--- src/rtl/axis_pack.sv ---
// axis_pack: gathers PACK_RATIO narrow samples from an AXI-stream slave into
// one wide word presented on a registered AXI-stream master. A sample with
// s_axis_tlast set flushes the partially filled word. Unfilled lanes of a
// flushed word are zero and their tkeep bits are cleared.
//
// Ports
//   clk, rst_n        single clock; asynchronous active-low reset
//   s_axis_tvalid     input sample valid
//   s_axis_tready     block accepts a sample
//   s_axis_tdata      input sample (one lane, SAMPLE_WIDTH bits)
//   s_axis_tlast      last sample of a packet; forces a flush
//   m_axis_tvalid     packed word valid
//   m_axis_tready     downstream accepts the word
//   m_axis_tdata      packed word; lane k = bits [k*SAMPLE_WIDTH +: SAMPLE_WIDTH]
//   m_axis_tkeep      one bit per lane; 1 = lane holds a real sample
//   m_axis_tlast      word closes a packet
module axis_pack #(
  parameter  int unsigned SAMPLE_WIDTH = 32,
  parameter  int unsigned PACK_RATIO   = 8,
  localparam int unsigned DATA_WIDTH   = SAMPLE_WIDTH * PACK_RATIO,
  localparam int unsigned COUNT_WIDTH  = $clog2(PACK_RATIO)
) (
  input  logic                    clk,
  input  logic                    rst_n,
  input  logic                    s_axis_tvalid,
  output logic                    s_axis_tready,
  input  logic [SAMPLE_WIDTH-1:0] s_axis_tdata,
  input  logic                    s_axis_tlast,
  output logic                    m_axis_tvalid,
  input  logic                    m_axis_tready,
  output logic [DATA_WIDTH-1:0]   m_axis_tdata,
  output logic [PACK_RATIO-1:0]   m_axis_tkeep,
  output logic                    m_axis_tlast
);

  localparam logic [COUNT_WIDTH-1:0] LAST_LANE = COUNT_WIDTH'(PACK_RATIO - 1);

  logic                   run_q;
  logic [COUNT_WIDTH-1:0] cnt_q,    cnt_d;
  logic [DATA_WIDTH-1:0]  acc_q,    acc_d;
  logic [PACK_RATIO-1:0]  kacc_q,   kacc_d;
  logic                   tvalid_q, tvalid_d;
  logic [DATA_WIDTH-1:0]  tdata_q,  tdata_d;
  logic [PACK_RATIO-1:0]  tkeep_q,  tkeep_d;
  logic                   tlast_q,  tlast_d;

  logic                   s_frame;
  logic                   m_frame;
  logic                   complete;
  logic [DATA_WIDTH-1:0]  word_ins;
  logic [PACK_RATIO-1:0]  keep_ins;

  assign s_axis_tready = run_q & (~tvalid_q | m_axis_tready);
  assign s_frame       = s_axis_tvalid & s_axis_tready;
  assign m_frame       = tvalid_q & m_axis_tready;
  assign complete      = s_frame & ((cnt_q == LAST_LANE) | s_axis_tlast);

  assign m_axis_tvalid = tvalid_q;
  assign m_axis_tdata  = tdata_q;
  assign m_axis_tkeep  = tkeep_q;
  assign m_axis_tlast  = tlast_q;

  // Accumulator and keep mask with the incoming sample dropped into lane cnt.
  // Shared by the completing and non-completing paths.
  always_comb begin
    word_ins = acc_q;
    keep_ins = kacc_q;
    for (int unsigned k = 0; k < PACK_RATIO; k++) begin
      if (cnt_q == COUNT_WIDTH'(k)) begin
        word_ins[k*SAMPLE_WIDTH +: SAMPLE_WIDTH] = s_axis_tdata;
        keep_ins[k]                              = 1'b1;
      end
    end
  end

  always_comb begin
    cnt_d    = cnt_q;
    acc_d    = acc_q;
    kacc_d   = kacc_q;
    tvalid_d = tvalid_q;
    tdata_d  = tdata_q;
    tkeep_d  = tkeep_q;
    tlast_d  = tlast_q;

    if (m_frame) begin
      tvalid_d = 1'b0;
    end

    // A completion overrides the drain above so back-to-back words have no bubble.
    if (complete) begin
      tdata_d  = word_ins;
      tkeep_d  = keep_ins;
      tlast_d  = s_axis_tlast;
      tvalid_d = 1'b1;
      acc_d    = '0;
      kacc_d   = '0;
      cnt_d    = '0;
    end else if (s_frame) begin
      acc_d    = word_ins;
      kacc_d   = keep_ins;
      cnt_d    = cnt_q + COUNT_WIDTH'(1);
    end
  end

  always_ff @(posedge clk or negedge rst_n) begin
    if (!rst_n) begin
      run_q    <= 1'b0;
      cnt_q    <= '0;
      acc_q    <= '0;
      kacc_q   <= '0;
      tvalid_q <= 1'b0;
      tdata_q  <= '0;
      tkeep_q  <= '0;
      tlast_q  <= 1'b0;
    end else begin
      run_q    <= 1'b1;
      cnt_q    <= cnt_d;
      acc_q    <= acc_d;
      kacc_q   <= kacc_d;
      tvalid_q <= tvalid_d;
      tdata_q  <= tdata_d;
      tkeep_q  <= tkeep_d;
      tlast_q  <= tlast_d;
    end
  end

endmodule

--- config.mk ---
export PLATFORM = sky130hd
export DESIGN_NAME = axis_pack
export DESIGN_NICKNAME = d
export VERILOG_FILES = /design/src/rtl/axis_pack.sv
export SDC_FILE = /design/constraint.sdc
export NUM_CORES = 1
export LEC_CHECK = 0
export BUFFER_PORTS_ARGS = -buffer_cell sky130_fd_sc_hd__buf_2
export CAP_MARGIN = 5
export CORE_ASPECT_RATIO = 1.25
export CORE_MARGIN = 8
export CORE_UTILIZATION = 25
export CTS_CLUSTER_SIZE = 10
export DETAILED_ROUTE_END_ITERATION = 10
export PLACE_DENSITY_LB_ADDON = 0.05
export SYNTH_ARGS = -nofsm -noshare
export SYNTH_HDL_FRONTEND = slang
export SYNTH_SLANG_ARGS = --single-unit
export TNS_END_PERCENT = 5
--- constraint.sdc ---
create_clock -name clk -period 2.88 [get_ports clk]
set_input_delay 0.576 -clock clk [delete_from_list [all_inputs] [get_ports clk]]
set_output_delay 0.576 -clock clk [all_outputs]
set_load 0.02 [all_outputs]
## Yosys cells after proc, flatten, opt, wreduce, memory -nomap -nowiden

Index checks and enable logic that the tools add are counted.

- Memories kept: 0
- Memory bits (read-only): 0
- Logic and storage cells: 50
- Output and inout port bits: 267
- Latch bits: 0
- Register bits: 534
- Bits in writable memories: 0

- Bitwise operators: 7
- Shifts and indexed selects: 0
- Reductions and logical operators: 3
- Multiplexer cells: 24
- Add/sub/neg operators: 1
- Magnitude comparators: 0
- Div/mod/pow operators: 0
- Multiply operators: 0
- Eq/ne operators: 7

Operators with widths:

| cell | number |
|---|---|
| $mux 256 | 2 |
| $mux 32 | 8 |
| $mux 8 | 2 |
| $eq 3x3->1 const B | 4 |
| $mux 1 | 10 |
| $eq 3x2->1 const B | 2 |
| $mux 3 | 2 |
| $and 1x1->1 | 4 |
| $reduce_bool 2->1 | 2 |
| $add 3x1->3 const B | 1 |
| $eq 3x1->1 const B | 1 |
| $logic_not 3->1 | 1 |
| $or 1x1->1 | 2 |
| $not 1->1 | 1 |

## Logic depth before layout (Yosys ltp)

- Word-level depth: 6
- Mapped depth: 9
- Depth with buffers taken out: 5

## Worst setup path before layout

OpenSTA, ideal clock, no wires.

- Kind: input port to output port
- Start: input m_axis_tready
- End: output s_axis_tready
- Arrival: 1,542 ps
- Stages on the path: 5
- Data required time: 2,304 ps
- Slack: 762 ps
- Cell sequence: nand2b_1 > buf_4 > buf_2 > buf_1 > and2_1

- Longest elaborated chain between the ends: 2

RTL lines:

| what | RTL line | source |
|---|---|---|
| from (decl) | 30 | `input logic m_axis_tready,` |
| $or 1x1->1 | 53 | `assign s_axis_tready = run_q & (~tvalid_q \| m_axis_tready);` |
| $and 1x1->1 | 53 |  |
| to (decl) | 26 | `output logic s_axis_tready,` |

No other way between the ends.

## Worst setup path in the final report

- Start: register cnt_q[2]
- End: register tdata_q[53], in the netlist m_axis_tdata[53]

- Longest elaborated chain between the ends: 3
- Elaborated cells on any way between the ends: 5
- Those cells by class: eq/ne: 2; mux: 1; bitwise: 2

RTL lines:

| what | RTL line | source |
|---|---|---|
| from (decl) | 39 | `logic [COUNT_WIDTH-1:0] cnt_q, cnt_d;` |
| from (signal assigned) | 117 | `cnt_q <= cnt_d;` |
| $eq 3x3->1 | 56 | `assign complete = s_frame & ((cnt_q == LAST_LANE) \| s_axis_tlast);` |
| $or 1x1->1 | 56 |  |
| $and 1x1->1 | 56 |  |
| to (signal assigned) | 121 | `tdata_q <= tdata_d;` |
| to (decl) | 43 | `logic [DATA_WIDTH-1:0] tdata_q, tdata_d;` |

Parallel ways exist; a longest one is shown, timed or not.
A chain may end at the register's enable or synchronous reset.

==> impl_results.md <==
- Run status: complete, no violations
- Hold Path Class: in2reg
- Layout cells sized above 1: 23.4%
- Initial antenna violation count: 4
- Number of global-route vias before repair: 18,609
- Clock tree buffer depth: 3
- Avg Inst Size Synth: 12.0 um2
- Die area: 103,000 um2
- Yosys warns: 0
- Slew margin rel.: 32.9%
- Most common cell after layout, fill and taps aside: dfrtp_1
- DR vias/cell: 5.22
- Congestion Overflow GR: 0
- Netlist cell types: 39
- Filler cells: 9,423
- Core ar.: 91,500 um2
- Leakage power: 12.9 nW
- CTS H-tree depth: 3
- #FFs+latches synth: 534
- Post-synthesis mux area share: 11.5%
- Number of I/O port buffers: 303
- Final Core Density: 30.4%
- I/O pins: 304
- Drt wl/cell: 28.2 um
- Total track usage: 18.1%
- Post-synthesis cell area: 23,100 um2
- Largest net degree at the start of global routing: 138
- Routed WL: 94.5 mm
- First-pass GRT wire length: 139 mm
- CTS Buf Count: 66
- CP arrival: 2920 ps
- # Max-Cap Violations: 0
- Synth Area in Compound Gates: 21.8%
- Largest family of logic cells by synthesized area: compound AO/OA/AOI/OAI gates
- Syn_nets: 1,977
- Cells along the critical path: ha_2 -> or2_4 -> buf_12 -> a31oi_1 -> a21oi_1
- Post-layout minimum cycle time: 2390 ps
- CTS root buf: clkbuf_16
- Post-Place Cells: 3,248
- Via count: 17,476
- Worst r2r path cells: 5
- Critical path endpoint category: register
- CP Launch Type: register
- Adder and majority cell fraction of the synthesized area: 0.325%
- Initial DRC Count: 1,096
- Placed cell area: 25,900 um2
- Crit-path max cell delay: 660 ps
- Max-slew violations: 0
- Cts hold-fix bufs: 1
- Fin cells: 3,349
- Initial Utilization: 25.3%
- Peak Freq: 418 MHz
- DRC: 0
- Hold Fails Final Rpt: 0
- Antenna Nets Post-Route: 0
- Routability cong.: 0.733
- Worst-Margin Slew: 1010 ps
- Router iterations before antenna repair: 5
- CP max-delay cell: dfrtp_1
- Clock Skew: 20.8 ps
- Setup Buffers After CTS: 0
- VDD IR max: 365 uV
- Post-Synth Simple-Gate Area: 2.81%
- Design area: 27,900 um2
- Dpl hpwl: 58.6 mm
- Fin crit share: 83.1%
- CTS tree: done
- Clock-pin slew on the worst setup and hold paths: 60 ps
- CP Data Required Time: 3400 ps
- Die Height: 356 um
- Layout Nets: 2,163
- Post-synthesis sequential area ratio: 57.8%
- Die Span X: 288 um
- Critical path class: reg2reg
- Row count: 124
- Post-Synthesis Cells: 1,934
- # setup viols final: 0
- Post-CTS resize count: 0
- Commonest non-fill, non-tap cells in the layout: dfrtp_1 (534), buf_2 (302), a21oi_1 (260)
- CTS sink cnt: 534
- Crit Path Max Fanout: 131
- Hold Path Depth: 2
- XOR/XNOR share of the synthesized area: 0%
- PD cells: 840 nW/um2
- Worst skew pair latency: 620 ps
- RSZ-0062 raised after global routing: no
- Post-route setup TNS: 0 ps
- Synth-to-layout area growth: 20.5%
==> logic make-up (layout without fill, tap and decap cells) <==
logic type      after synthesis  after routing
flops                       534            534
compound gates              759            759
mux                         263            263
buf+inv                     269            483
simple gates                102            102
fa+ha+maj                     6              6
other cells                   1              5
==> path summary, 6_finish.rpt <==
kind,to,slack (ps),from
setup / recovery,m_axis_tdata[53],490,cnt_q[2]
hold / removal,m_axis_tlast,330,s_axis_tlast
setup reg to reg,m_axis_tdata[53],490,cnt_q[2]
hold reg to reg,acc_q[240],480,acc_q[240]
max in group asynchronous,m_axis_tdata[42],1340,rst_n
min in group asynchronous,m_axis_tdata[182],490,rst_n
==> critical path: cells and delay by family (launching register included) <==
kind	cells	cell delay, ps
AO/OA/AOI/OAI	2	350
adder cells (fa/ha/maj)	1	340
buffers and inverters	1	530
flip-flops	1	660
AND/OR/NAND/NOR	1	320
==> final cells by class <==
cell class | instances | area, um2 | area share [%]
flip-flops and latches | 534 | 13400 | 48.0
multi-input cells | 1131 | 8520 | 30.6
repair buffers | 384 | 2550 | 9.15
clock buffers | 92 | 1880 | 6.76
well taps | 1197 | 1500 | 5.38
clock inverters | 4 | 27.5 | 0.0988
inverters | 3 | 11.3 | 0.0404
diodes | 4 | 10.0 | 0.0359
==> sequential cells by signal, summed over array words and instances (netlist names) <==
register	cells
acc_q	256
m_axis_tdata	256
kacc_q	8
m_axis_tkeep	8
cnt_q	3
m_axis_tlast	1
m_axis_tvalid	1
run_q	1
==> power breakdown <==
part | switching, mW | total (mW) | internal [mW] | leakage [nW]
Sequential | 0.931 | 9.71 | 8.78 | 6.82
Clock | 3.29 | 7.78 | 4.50 | 0.936
Combinational | 3.84 | 5.90 | 2.05 | 5.19
Total | 8.06 | 23.4 | 15.3 | 12.9
==> Yosys cell counts <==
master	n	area, um2
o21ai_0	2	10.0
ha_1	6	75.1
nor3b_1	1	7.51
nand2_2	3	18.8
nor3_2	5	50.1
buf_1	11	41.3
nor2b_1	4	25.0
o21ai_1	1	5.00
buf_4	12	90.1
inv_1	3	11.3
nand3_1	2	10.0
mux2_1	1	11.3
nor2_1	7	26.3
and3_1	1	6.26
and2_1	67	419
clkbuf_2	2	10.0
nand4_1	2	12.5
o21a_1	6	45.0
mux2_2	13	146
or4_1	1	7.51
or2_4	1	8.76
nor2_2	1	6.26
dfrtp_1	534	13400
clkbuf_1	81	304
buf_2	146	731
a31oi_1	257	1610
o211ai_2	2	25.0
nand2_1	2	7.51
mux2i_1	249	2490
conb_1	1	3.75
a21oi_1	260	1300
nor3_4	1	16.3
buf_6	14	158
a22o_1	225	1970
a211oi_1	1	7.51
and4_1	1	8.76
o211ai_4	2	42.5
a211o_1	3	26.3
nand2b_1	3	18.8
==> metrics by stage <==
step	total power, mW	hold WS [ps]	setup slack (ps)
floorplan	13.1	280	762
global placement	15.8	468	573
detailed placement	15.9	470	497
CTS	23.9	276	471
global route	24.6	317	267
finish	23.4	328	486
==> metal layers <==
metal	global-route usage, %	vias up	part of all wire (%)
met2	28.2	485	45
met5	0	-	0
met1	25.4	9296	47
met3	3.63	104	5.8
li1	-	7591	-
met4	4.97	0	2.2
Power figures use the tool's default switching activity.
